File: config.mk
export PLATFORM = sky130hd
export DESIGN_NAME = fp_div_seq_issue
export DESIGN_NICKNAME = d
export VERILOG_FILES = /design/src/rtl/fp_div_seq_issue.sv
export SDC_FILE = /design/constraint.sdc
export NUM_CORES = 1
export LEC_CHECK = 0
export ABC_AREA = 0
export BUFFER_PORTS_ARGS = -buffer_cell sky130_fd_sc_hd__buf_4
export CORE_MARGIN = 3
export CORE_UTILIZATION = 47
export CTS_BUF_LIST = sky130_fd_sc_hd__clkbuf_8
export DETAILED_ROUTE_END_ITERATION = 6
export HOLD_SLACK_MARGIN = 0.06
export PLACE_DENSITY = 0.85
export SLEW_MARGIN = 20
export SYNTH_ARGS = -nofsm -noshare
export SYNTH_HDL_FRONTEND = slang
export SYNTH_SLANG_ARGS = --single-unit
File: constraint.sdc
create_clock -name clk -period 2.6 [get_ports clk]
set_input_delay 0.39 -clock clk [delete_from_list [all_inputs] [get_ports clk]]
set_output_delay 0.39 -clock clk [all_outputs]
set_load 0.1 [all_outputs]
File: src/rtl/fp_div_seq_issue.sv
`default_nettype none
// ============================================================================
// Module   : fp_div_seq_issue
// Purpose  : Issue/collect controller around a multi-cycle sequential FP
//            divider. Launches one division at a time from a valid/ready
//            operand stream, waits for complete to fall then rise, and
//            buffers results in a 2-entry FIFO presented on a valid/ready
//            result stream with the request tag and a timeout error flag.
// Revision : 1.0 - initial release
// ============================================================================
module fp_div_seq_issue #(
    parameter int SIG_WIDTH = 23,
    parameter int EXP_WIDTH = 8,
    parameter int TAG_WIDTH = 4,
    parameter int TIMEOUT   = 64
) (
    input  logic                               clk,
    input  logic                               rst_n,
    input  logic                               in_valid,
    output logic                               in_ready,
    input  logic [SIG_WIDTH+EXP_WIDTH:0]       in_a,
    input  logic [SIG_WIDTH+EXP_WIDTH:0]       in_b,
    input  logic [2:0]                         in_rnd,
    input  logic [TAG_WIDTH-1:0]               in_tag,
    output logic [SIG_WIDTH+EXP_WIDTH:0]       div_a,
    output logic [SIG_WIDTH+EXP_WIDTH:0]       div_b,
    output logic [2:0]                         div_rnd,
    output logic                               div_start,
    input  logic [SIG_WIDTH+EXP_WIDTH:0]       div_z,
    input  logic [7:0]                         div_status,
    input  logic                               div_complete,
    output logic                               out_valid,
    input  logic                               out_ready,
    output logic [SIG_WIDTH+EXP_WIDTH:0]       out_z,
    output logic [7:0]                         out_status,
    output logic [TAG_WIDTH-1:0]               out_tag,
    output logic                               out_err,
    output logic [7:0]                         sticky_status,
    input  logic                               clear_sticky
);

    localparam int c_word_w = SIG_WIDTH + EXP_WIDTH + 1;
    localparam int c_ent_w  = c_word_w + 8 + TAG_WIDTH + 1;
    localparam int c_cnt_w  = $clog2(TIMEOUT + 1);

    typedef enum logic [1:0] {
        S_IDLE    = 2'd0,
        S_LAUNCH  = 2'd1,
        S_WAIT_LO = 2'd2,
        S_WAIT_HI = 2'd3
    } state_t;

    state_t                 r_state;
    state_t                 w_state_nxt;
    logic [c_cnt_w-1:0]     r_cnt;
    logic [1:0]             r_count;
    logic [c_ent_w-1:0]     r_slot0;
    logic [c_ent_w-1:0]     r_slot1;
    logic [c_ent_w-1:0]     w_push_data;
    logic [c_word_w-1:0]    r_div_a;
    logic [c_word_w-1:0]    r_div_b;
    logic [2:0]             r_div_rnd;
    logic [TAG_WIDTH-1:0]   r_tag;
    logic [7:0]             r_sticky;
    logic                   w_accept;
    logic                   w_push;
    logic                   w_pop;
    logic                   w_start;
    logic                   w_timeout;

    // A free FIFO slot at issue time is the credit that guarantees capture.
    assign in_ready  = (r_state == S_IDLE) && (r_count != 2'd2);
    assign w_accept  = in_valid && in_ready;
    assign out_valid = (r_count != 2'd0);
    assign w_pop     = out_valid && out_ready;
    assign w_timeout = (r_cnt == c_cnt_w'(TIMEOUT));

    assign div_a         = r_div_a;
    assign div_b         = r_div_b;
    assign div_rnd       = r_div_rnd;
    assign div_start     = w_start;
    assign sticky_status = r_sticky;
    assign {out_z, out_status, out_tag, out_err} = r_slot0;

    // State register.
    always_ff @(posedge clk or negedge rst_n) begin
        if (!rst_n) r_state <= S_IDLE;
        else        r_state <= w_state_nxt;
    end

    // Next-state, launch pulse and FIFO push decode; a real complete wins over
    // a timeout that expires in the same cycle.
    always_comb begin
        w_state_nxt = r_state;
        w_start     = 1'b0;
        w_push      = 1'b0;
        w_push_data = {div_z, div_status, r_tag, 1'b0};
        case (r_state)
            S_IDLE: begin
                if (w_accept) w_state_nxt = S_LAUNCH;
            end
            S_LAUNCH: begin
                w_start     = 1'b1;
                w_state_nxt = S_WAIT_LO;
            end
            S_WAIT_LO: begin
                if (w_timeout) begin
                    w_push      = 1'b1;
                    w_push_data = {{c_word_w{1'b0}}, 8'h00, r_tag, 1'b1};
                    w_state_nxt = S_IDLE;
                end else if (!div_complete) begin
                    w_state_nxt = S_WAIT_HI;
                end
            end
            S_WAIT_HI: begin
                if (div_complete) begin
                    w_push      = 1'b1;
                    w_state_nxt = S_IDLE;
                end else if (w_timeout) begin
                    w_push      = 1'b1;
                    w_push_data = {{c_word_w{1'b0}}, 8'h00, r_tag, 1'b1};
                    w_state_nxt = S_IDLE;
                end
            end
            default: w_state_nxt = S_IDLE;
        endcase
    end

    // Wait-cycle counter: cleared at launch, counts while waiting for complete.
    always_ff @(posedge clk or negedge rst_n) begin
        if (!rst_n) begin
            r_cnt <= '0;
        end else if (r_state == S_LAUNCH) begin
            r_cnt <= '0;
        end else if ((r_state == S_WAIT_LO || r_state == S_WAIT_HI) && !w_timeout) begin
            r_cnt <= r_cnt + 1'b1;
        end
    end

    // Operand registers hold until the next accepted request.
    always_ff @(posedge clk or negedge rst_n) begin
        if (!rst_n) begin
            r_div_a   <= '0;
            r_div_b   <= '0;
            r_div_rnd <= '0;
            r_tag     <= '0;
        end else if (w_accept) begin
            r_div_a   <= in_a;
            r_div_b   <= in_b;
            r_div_rnd <= in_rnd;
            r_tag     <= in_tag;
        end
    end

    // Two-entry result FIFO; slot0 is always the head driving out_*.
    always_ff @(posedge clk or negedge rst_n) begin
        if (!rst_n) begin
            r_slot0 <= '0;
            r_slot1 <= '0;
            r_count <= 2'd0;
        end else begin
            case ({w_push, w_pop})
                2'b10: begin
                    if (r_count == 2'd0) r_slot0 <= w_push_data;
                    else                 r_slot1 <= w_push_data;
                    r_count <= r_count + 2'd1;
                end
                2'b01: begin
                    r_slot0 <= r_slot1;
                    r_count <= r_count - 2'd1;
                end
                2'b11: begin
                    if (r_count == 2'd1) begin
                        r_slot0 <= w_push_data;
                    end else begin
                        r_slot0 <= r_slot1;
                        r_slot1 <= w_push_data;
                    end
                end
                default: ;
            endcase
        end
    end

    // Sticky status: a clear still keeps the bits of a same-cycle delivery.
    always_ff @(posedge clk or negedge rst_n) begin
        if (!rst_n) r_sticky <= 8'h00;
        else        r_sticky <= (clear_sticky ? 8'h00 : r_sticky) | (w_pop ? out_status : 8'h00);
    end

endmodule
`default_nettype wire

* Yosys cells after proc, flatten, opt, wreduce, memory -nomap -nowiden
Cells that the tools add are included.
** Word-level totals
- Register bits :: 180
- Bits in read-only memories :: 0
- Input bits :: 117
- RAM bits :: 0
- Memories kept :: 0
- Latch bits :: 0
** Operators by class
- $add $sub $neg :: 3
- Shift operators :: 0
- Equal/unequal tests :: 15
- Reduce and logical (&&, ||, !) cells :: 16
- Muxes and demuxes :: 24
- Order comparisons :: 0
- Bitwise operators :: 1
- Multipliers :: 0
- Divide/modulo/power cells :: 0
** Operator list (count)
- two-way mux 45 bit :: 6
- one-hot mux 45 bit (2 select lines) :: 2
- one-hot mux 45 bit (3 select lines) :: 1
- two-way mux 8 bit :: 2
- two-way mux 7 bit :: 2
- two-way mux 2 bit :: 5
- inequality test 2 bit (second input constant) :: 5
- == test 2 bit (second input constant) :: 4
- bitwise OR 8 bit :: 1
- one-hot mux 2 bit (4 select lines) :: 1
- nonzero test 2 bit :: 4
- adder 7 x 1 -> 7 bit (second input constant) :: 1
- == test 7 bit (second input constant) :: 1
- == test 2 x 1 -> 1 bit (second input constant) :: 3
- inequality test 3 bit (second input constant) :: 2
- AND reduction 3 bit :: 2
- logical AND 1 bit :: 4
- zero test 2 bit :: 2
- one-hot mux 2 bit (2 select lines) :: 1
- two-way mux 1 bit :: 3
- nonzero test 3 bit :: 1
- adder 2 x 1 -> 2 bit (second input constant) :: 1
- one-hot mux 1 bit (2 select lines) :: 1
- AND reduction 2 bit :: 1
- other kinds (3) :: 3

* Depth between registers and ports, before layout
Gate-level depths: netlist (run 1).
- Word-level depth :: 7
- Gate-level depth with buffers :: 12

* Worst setup path before layout (run 1)
OpenSTA, ideal clock, no wires.
- Kind :: reg2reg
- Start :: register r_count[0]
- End :: register r_div_a[0], in the netlist div_a[0]
- Clock period less this slack :: 3.808 ns
- Setup time :: 0.125 ns
- Stages on the path, launching flop included :: 8
- Setup slack :: -1.208 ns
- Arrival :: 3.682 ns
- Required time :: 2.475 ns
- Path through :: dfrtp_1 inv_1 ha_1 nor3_1 and2_1 buf_2 buf_2 mux2_2
** Between the ends
- Longest elaborated chain between the ends :: 3
** RTL lines
- start: declaration :: line 56 : logic [1:0] r_count;
- start signal: assignment :: line 166 : r_count <= r_count + 2'd1;
- start signal: assignment :: line 170 : r_count <= r_count - 2'd1;
- inequality test 2 bit :: line 72 : assign in_ready = (r_state == S_IDLE) && (r_count != 2'd2);
- logical AND 1 bit :: line 72
- via in_ready :: line 20 : output logic in_ready,
- logical AND 1 bit :: line 73 : assign w_accept = in_valid && in_ready;
- end signal: assignment :: line 148 : r_div_a <= in_a;
- end: declaration :: line 60 : logic [c_word_w-1:0] r_div_a;
The timed path passes the listed nets, and every way through them passes these cells.
A chain may end at the register's enable or synchronous reset.

* Final worst setup path (run 1)
- Start :: register r_cnt[0]
- End :: register r_slot1[25]
** Between the ends
- Longest elaborated chain between the ends :: 7
** RTL lines
- start: declaration :: line 55 : logic [c_cnt_w-1:0] r_cnt;
- start signal: assignment :: line 136 : r_cnt <= r_cnt + 1'b1;
- == test 7 bit (*) :: line 76 : assign w_timeout = (r_cnt == c_cnt_w'(TIMEOUT));
- two-way mux 1 bit :: line 107, 119
- two-way mux 1 bit :: line 116 : if (div_complete) begin
- one-hot mux 1 bit (2 select lines) :: line 98 : case (r_state)
- == test 2 bit :: line 162 : case ({w_push, w_pop})
- inequality test 2 bit (no line) or nonzero test 2 bit (tied branches)
- AND reduction 3 bit (no line)
- end signal: assignment :: line 165 : else r_slot1 <= w_push_data;
- end signal: assignment :: line 177 : r_slot1 <= w_push_data;
- end: declaration :: line 58 : logic [c_ent_w-1:0] r_slot1;
Mark *: on every way between the ends. The rest lies on a longest branch, timed or not. The select of a mux whose other input is x is not followed.

==> results.json, run 1 <==
{
  "core_um2": 14800,
  "ys_seq_area_share_pct": 62.1,
  "antenna_found_initial": 0,
  "postSynthCellCount": 566,
  "design_area_um2": 9890,
  "cts_max_path_buffers": 2,
  "grt_overflow": 0,
  "rows": 44,
  "synth_cell_types": 37,
  "track_usage_pct": 21.7,
  "root_buffer": "clkbuf_8",
  "fillCellCount": 1105,
  "ant_nets": 0,
  "clock.fmax_ghz": 0.414,
  "clock-sinks": 180,
  "drc": 0,
  "dp_cells": 971,
  "finalHoldViolCount": 0,
  "outcome": "finished, final reports clean",
  "timing.final.crit_share_pct": 92.8,
  "n_antenna_cell": 0,
  "layout_common_cells": "buf_4, dfrtp_1, mux2_2",
  "dieArea_um2": 17000,
  "portBuffers": 239,
  "arrival_ps": 2810,
  "layout_setup_ws_ps": 186,
  "synth_area_um2": 7260,
  "nNetsFinal": 942,
  "fp.dieH_um": 130,
  "use_met1_pct": 28.3,
  "place_congestion": 0.823,
  "yosys-top-cells-area": "dfrtp_1, mux2_2, a22o_1",
  "htree_num_levels": 4,
  "grt_use_met3_pct": 4.91,
  "met2_usage_pct": 35.7,
  "fin_util_pct": 66.8,
  "layout_commonest_cell": "buf_4",
  "maxCapViolCount": 0,
  "min_period_ps": 2410,
  "synth_area_leader_cell": "dfrtp_1",
  "slew_headroom_pct": 58.2,
  "first_global_vias": 5563,
  "crit_path_end_kind": "flop",
  "dpl-instance-area_um2": 9360,
  "drtIter0Drc": 361,
  "synth_seq_cells": 180,
  "path_max_fanout": 10,
  "grt_pass1_wl_um": 28800,
  "drive_gt1_share_pct": 46.6,
  "seqCellArea_um2": 4500,
  "top_usage_layer": "met2",
  "yosysTopAreaCellShare_pct": 62.1,
  "clk_latency_ps": 450,
  "critPathLaunchType": "flop",
  "vias": 5547,
  "tightest_slew_ps": 622,
  "slew_viol_final": 0,
  "finalSetupViolCount": 0,
  "syn_to_final_growth_pct": 36.3,
  "start_util_pct": 49.0,
  "synth_nets": 691,
  "pre_cts_ws_ps": -115,
  "wl_per_cell_um": 18.6,
  "cts_tree": "built",
  "synth_warnings": 0,
  "reg2reg_slack_ps": 190,
  "crit_type": "reg -> reg",
  "instances_no_fill": 1014,
  "clkTransAtPathRegs_ps": 90,
  "grt_max_degree": 84,
  "first_pass_iters": 4,
  "die_x_um": 130,
  "multi_input_area_um2": 2570,
  "cts_buffers": 17,
  "avgSynthCellArea_um2": 12.8,
  "clock_skew_ps": 12.2,
  "dp.final_hpwl_um": 12800,
  "worstHoldPathType": "in -> reg",
  "crit_required_ps": 2990,
  "totalWireLength_um": 18800,
  "ios": 240,
  "via_per_inst": 5.47
}
==> per-layer routing <==
metal | vias up | wire length, um
met3 | 27 | 1350
met1 | 2709 | 7670
li1 | 2575 | -
met2 | 236 | 9390
met4 | 0 | 396
met5 | - | 0
==> critical path, stage by stage (launching register included) <==
cell and delay [ps]:
dfrtp_1 410, inv_1 60, ha_1 200, and4bb_4 200
nand2_1 80, a21boi_2 60, buf_4 140, ha_1 220
nand2_1 110, o211ai_1 160, buf_4 200, nor2_4 330
a22o_1 200
==> worst paths after layout <==
check                             start          end  depth (start not counted)
min                        div_complete   r_state[0]                          2
min in group asynchronous         rst_n     div_b[1]                          2
max reg2reg                    r_cnt[0]  r_slot1[25]                         12
max                            r_cnt[0]  r_slot1[25]                         12
min reg2reg                  r_count[0]   r_count[0]                          1
max in group asynchronous         rst_n    div_a[15]                          3
==> Yosys cell counts (all sizes together) <==
cell	count
nand2b	1
o211ai	2
and2	1
mux2i	2
mux2	76
nor2b	2
inv	16
a211o	1
dfrtp	180
nor3	1
nor2	55
a21oi	40
buf	22
o21bai	1
nor4bb	1
and3	1
o31ai	2
and4bb	1
ha	8
a211oi	1
nand3	4
and4	2
a21o	1
xnor2	2
a21bo	1
a32oi	40
xor2	1
a21boi	2
nand4	3
nand2	18
o21a	1
a221oi	5
o21ai	12
a22o	41
clkbuf	19
==> registers in the layout, summed over array words and instances (netlist names) <==
signal	cells
r_slot0	45
r_slot1	45
div_a	32
div_b	32
sticky_status	8
r_cnt	7
r_tag	4
div_rnd	3
r_count	2
r_state	2
==> cell families after synthesis <==
group,Yosys count,share of synthesized area (%)
AOI/OAI and AO/OA,150,15.3
xor gates and xnor gates,3,0.362
DFF,180,62.1
muxes,78,12.1
adders and majority gates,8,1.38
and+or+nand+nor,90,5.41
buffers and inverters,57,3.45
==> repair_timing <==
action,CTS,global route
gates resized for setup,1,5
pin swaps,0,3
setup endpoints to repair,40,54
cloned,1,2
endpoints found under the hold margin,21,0
hold buffers,1,0
buffers inserted,2,5
==> layout make-up <==
| class | count | area share (%) |
|---|---|---|
| Timing Repair Buffer | 270 | 21.5 |
| Inverter | 16 | 0.607 |
| Sequential cell | 180 | 45.5 |
| Tap cell | 184 | 2.33 |
| Clock buffer | 18 | 2.50 |
| Multi-Input combinational cell | 332 | 25.9 |
| Clock inverter | 14 | 1.63 |
==> stage by stage <==
step / hold slack [ps] / setup TNS, ps
2_1_floorplan: 94.4 / 0
3_3_place_gp: 258 / 0
3_5_place_dp: 260 / -3970
4_1_cts: 117 / 0
5_1_grt: 127 / -36.0
6_report: 147 / 0
Power of run 1 is not shown: default switching activity piles up to over one toggle a cycle in this logic, so the estimate is an artifact.
==> inputs of run 2 (changes only) <==
--- a/config.mk
+++ b/config.mk
@@ -13,6 +13,7 @@
 export DETAILED_ROUTE_END_ITERATION = 6
 export HOLD_SLACK_MARGIN = 0.06
 export PLACE_DENSITY = 0.85
+export RECOVER_POWER = 100
 export SLEW_MARGIN = 20
 export SYNTH_ARGS = -nofsm -noshare
 export SYNTH_HDL_FRONTEND = slang
==> run 2 against run 1 <==
Net effect:
- wire length about the same
- maximum frequency increased by 0.23%
- worst hold slack about the same
- clock skew about the same
- flip-flop and latch count stayed put
- setup slack better by 5.6 ps
- first-iteration DRC count unchanged
==> results.json, run 2 (same netlist as run 1, synthesis figures left out) <==
{
  "core_um2": 14800,
  "cts_buffers": 17,
  "track_usage_pct": 21.7,
  "wl_per_cell_um": 18.5,
  "place_congestion": 0.823,
  "path_max_fanout": 10,
  "fillCellCount": 1109,
  "grt_pass1_wl_um": 28800,
  "vias": 5552,
  "nNetsFinal": 942,
  "biggestRegsByFlops": "r_slot0 (45), r_slot1 (45)",
  "drc": 0,
  "fin_util_pct": 66.7,
  "grt_overflow": 0,
  "critPathLaunchType": "flop",
  "portBuffers": 239,
  "rows": 44,
  "maxCapViolCount": 0,
  "antenna_found_initial": 0,
  "reg2reg_slack_ps": 190,
  "via_per_inst": 5.48,
  "drtIter0Drc": 361,
  "min_path_cells": 2,
  "cts_tree": "built",
  "grt_max_degree": 84,
  "dp_cells": 971,
  "dieArea_um2": 17000,
  "cts_max_path_buffers": 2,
  "slew_viol_final": 0,
  "totalWireLength_um": 18800,
  "drive_gt1_share_pct": 46.4,
  "seqCellArea_um2": 4500,
  "dp.final_hpwl_um": 12800,
  "multi_input_area_um2": 2570,
  "layout_common_cells": "buf_4, dfrtp_1, mux2_2",
  "n_antenna_cell": 0,
  "first_pass_iters": 4,
  "clock.fmax_ghz": 0.415,
  "setup-tns-final_ps": 0,
  "tightest_slew_ps": 1310,
  "ant_nets": 0,
  "r2r_cells": 12,
  "arrival_ps": 2800,
  "slew_headroom_pct": 12.6,
  "die_x_um": 130,
  "outcome": "finished, final reports clean",
  "clkTransAtPathRegs_ps": 90,
  "crit_path_end_kind": "flop",
  "clock-sinks": 180,
  "first_global_vias": 5563,
  "timing.final.crit_share_pct": 92.6,
  "clock_skew_ps": 11.7,
  "crit_type": "reg -> reg",
  "root_buffer": "clkbuf_8",
  "dpl-instance-area_um2": 9360,
  "syn_to_final_growth_pct": 36.1,
  "instances_no_fill": 1014,
  "start_util_pct": 49.0,
  "layout_commonest_cell": "buf_4",
  "crit_required_ps": 2990,
  "fp.dieH_um": 130,
  "clk_latency_ps": 450,
  "htree_num_levels": 4,
  "finalSetupViolCount": 0,
  "min_period_ps": 2410,
  "design_area_um2": 9870,
  "ios": 240,
  "worstHoldPathType": "in -> reg",
  "finalHoldViolCount": 0
}
-- run 2: cell types whose count changed in the layout (fill, tap and decap cells not counted), sizes merged --
cell,change
clkbuf,+2
buf,-2
-- run 2: final cells by class --
| cell class | count | area share (%) |
|---|---|---|
| Sequential cell | 180 | 45.6 |
| Multi-Input combinational cell | 332 | 26.0 |
| Timing Repair Buffer | 270 | 21.3 |
| Clock buffer | 18 | 2.51 |
| Tap cell | 184 | 2.33 |
| Clock inverter | 14 | 1.63 |
| Inverter | 16 | 0.608 |
-- run 2: per-stage QoR --
stage / hold WS, ps / worst slack [ps]
detailed placement: 260 / -115
CTS: 117 / 46.2
global route: 127 / -12.4
global placement: 258 / 8.74
finish: 148 / 192
floorplan: 94.4 / 105
-- run 2: final timing paths --
check | start | endpoint
max | r_cnt[0] | r_slot1[44]
min | div_complete | r_state[0]
max reg2reg | r_cnt[0] | r_slot1[44]
min reg2reg | r_count[0] | r_count[0]
max in group asynchronous | rst_n | div_a[15]
min in group asynchronous | rst_n | div_b[1]
-- run 2: worst max-delay path: stages, from the launching register on --
cell	delay, ps
dfrtp_1	410
inv_1	60
ha_1	200
and4bb_4	200
nand2_1	90
a21boi_2	60
buf_4	140
ha_1	220
nand2_1	110
o211ai_1	160
buf_4	200
nor2_4	320
a22o_1	190
-- run 2: routing by layer --
metal | up-vias | routed length, um | track usage, %
li1 | 2575 | - | -
met1 | 2712 | 7650 | 28.3
met2 | 238 | 9410 | 35.7
met5 | - | 0 | 0
met3 | 27 | 1350 | 4.91
met4 | 0 | 396 | 8.07
-- run 2: repair_timing --
action,CTS,global route
gates resized for setup,1,5
hold buffers,1,0
cloned,1,2
buffers inserted,2,5
endpoints found under the hold margin,21,0
endpoints found under the setup margin,40,54
pin swaps,0,3
Power of run 2 is left out for the same reason.
==> inputs of run 3 (changes only) <==
--- a/config.mk
+++ b/config.mk
@@ -6,13 +6,13 @@
 export NUM_CORES = 1
 export LEC_CHECK = 0
 export ABC_AREA = 0
-export BUFFER_PORTS_ARGS = -buffer_cell sky130_fd_sc_hd__buf_4
 export CORE_MARGIN = 3
-export CORE_UTILIZATION = 47
+export CORE_UTILIZATION = 52
 export CTS_BUF_LIST = sky130_fd_sc_hd__clkbuf_8
 export DETAILED_ROUTE_END_ITERATION = 6
+export DONT_BUFFER_PORTS = 1
 export HOLD_SLACK_MARGIN = 0.06
-export PLACE_DENSITY = 0.85
+export PLACE_DENSITY = 0.77
 export RECOVER_POWER = 100
 export SLEW_MARGIN = 20
 export SYNTH_ARGS = -nofsm -noshare
==> run 3 against run 2 <==
Net effect:
- the run now ends with negative hold slack left
- setup slack lost 26 ps
- non-clock buffer count shrank 171
- wire length shrank 7.3%
- via count shrank 9.4%
- utilization shrank 1.7 points
- die area shrank 9.2%
- critical path depth is the same
- cell area shrank 11%
- critical endpoint is now r_slot0[4]
==> results.json, run 3 (same netlist as run 1, synthesis figures left out) <==
{
  "layout_common_cells": "dfrtp_1, mux2_2, dlygate4sd3_1",
  "dpl-instance-area_um2": 7520,
  "crit_path_cell_trace": "inv_1, ha_1, and4bb_4, nand2_1, a21boi_1, buf_4, inv_1, ha_1, o21a_2, buf_12, a221oi_1, nor2_1",
  "vias": 5030,
  "crit_required_ps": 2920,
  "die_x_um": 124,
  "place_congestion": 0.807,
  "biggestRegsByFlops": "r_slot0 (45), r_slot1 (45)",
  "dp.final_hpwl_um": 11000,
  "core_um2": 13500,
  "finalSetupViolCount": 0,
  "syn_to_final_growth_pct": 20.5,
  "ios": 240,
  "drtIter0Drc": 364,
  "timing.final.crit_share_pct": 93.6,
  "reg2reg_slack_ps": 170,
  "design_area_um2": 8750,
  "slew_viol_final": 0,
  "root_buffer": "clkbuf_8",
  "outcome": "complete, but fails checks",
  "min_period_ps": 2430,
  "grt_pass1_wl_um": 24900,
  "fin_util_pct": 65.0,
  "arrival_ps": 2750,
  "reg2reg_to": "r_slot0[4]",
  "via_per_inst": 6.04,
  "slew_headroom_pct": 13.8,
  "cts_tree": "built",
  "crit_path_end_kind": "flop",
  "grt_overflow": 0,
  "htree_num_levels": 4,
  "portBuffers": 0,
  "ant_nets": 0,
  "nNetsFinal": 768,
  "r2r_cells": 12,
  "drive_gt1_share_pct": 20.1,
  "critPathLaunchType": "flop",
  "slowest_delay_ps": 420,
  "violations": "negative hold slack",
  "maxCapViolCount": 0,
  "wl_per_cell_um": 20.9,
  "fillCellCount": 960,
  "cts_max_path_buffers": 2,
  "worstHoldPathType": "in -> async",
  "start_util_pct": 53.9,
  "totalWireLength_um": 17400,
  "holdWs_ps": -370,
  "crit_type": "reg -> reg",
  "clkTransAtPathRegs_ps": 90,
  "dieArea_um2": 15400,
  "drc": 0,
  "clock_skew_ps": 10.7,
  "first_pass_iters": 5,
  "antenna_found_initial": 1,
  "track_usage_pct": 21.0,
  "first_global_vias": 4945,
  "rsz0062_at_grt": "no",
  "worstSetupStartpoint": "r_cnt[0]",
  "setup-tns-final_ps": 0,
  "finalHoldViolCount": 180,
  "layout_commonest_cell": "dfrtp_1",
  "critPathSlowestCell": "dfrtp_1",
  "tightest_slew_ps": 1290,
  "rows": 42,
  "cts_buffers": 17,
  "grt_max_degree": 181,
  "rr_startpoint": "r_cnt[0]",
  "clock.fmax_ghz": 0.411,
  "clock-sinks": 180,
  "path_max_fanout": 25,
  "fp.dieH_um": 124,
  "clk_latency_ps": 440
}
-- run 3: changes by cell type in the layout (fill, tap and decap cells not counted), moves of 3 or more --
cell / delta
buf_4: -251
dlygate4sd3_1: +74
nor2_4: -3
clkbuf_4: +3
clkbuf_8: +5
-- run 3: stage by stage --
stage | setup WS, ps | instances
floorplan | 105 | 566
global placement | 134 | 720
detailed placement | 7.59 | 720
CTS | 29.8 | 797
global route | 6.85 | 833
finish | 166 | 833
-- run 3: area by class of cell --
class | count | area, um2 | area share (%)
antenna | 1 | 2.50 | 0.0286
clock buffer | 23 | 317 | 3.62
clock inverter | 9 | 125 | 1.43
inverter | 16 | 60.1 | 0.687
multi-input combinational | 329 | 2510 | 28.7
sequential | 180 | 4500 | 51.5
tap | 176 | 220 | 2.52
timing repair buffer | 99 | 1000 | 11.5
-- run 3: timing repair --
item	CTS	global route
cloned	0	1
pin swaps	0	2
buffers inserted	0	4
resized for setup	1	6
endpoints found under the hold margin	232	210
endpoints found under the setup margin	20	89
hold buffers	45	30
-- run 3: metal layers --
metal | vias up | share of wire (%) | GRT usage [%]
met1 | 2467 | 37 | 24.2
met3 | 49 | 9.2 | 7.18
met5 | - | 0 | 0
li1 | 2226 | - | -
met4 | 0 | 2.8 | 9.10
met2 | 288 | 51 | 35.7
-- run 3: worst max-delay path by stage --
stage	end	slack, ps
floorplan	r_slot1[10]	100
global placement	r_slot1[12]	130
detailed placement	r_slot1[6]	8
CTS	r_slot1[43]	30
global route	r_slot0[21]	7
finish	r_slot0[4]	170
-- run 3: critical path, delay by kind of cell (launching register included) --
kind                     cells  cell delay (ps)
AO/OA/AOI/OAI                3              700
buffers and inverters        4              420
flip-flops                   1              420
AND/OR/NAND/NOR              3              410
adder cells (fa/ha/maj)      2              350
Power of run 3 is left out for the same reason.
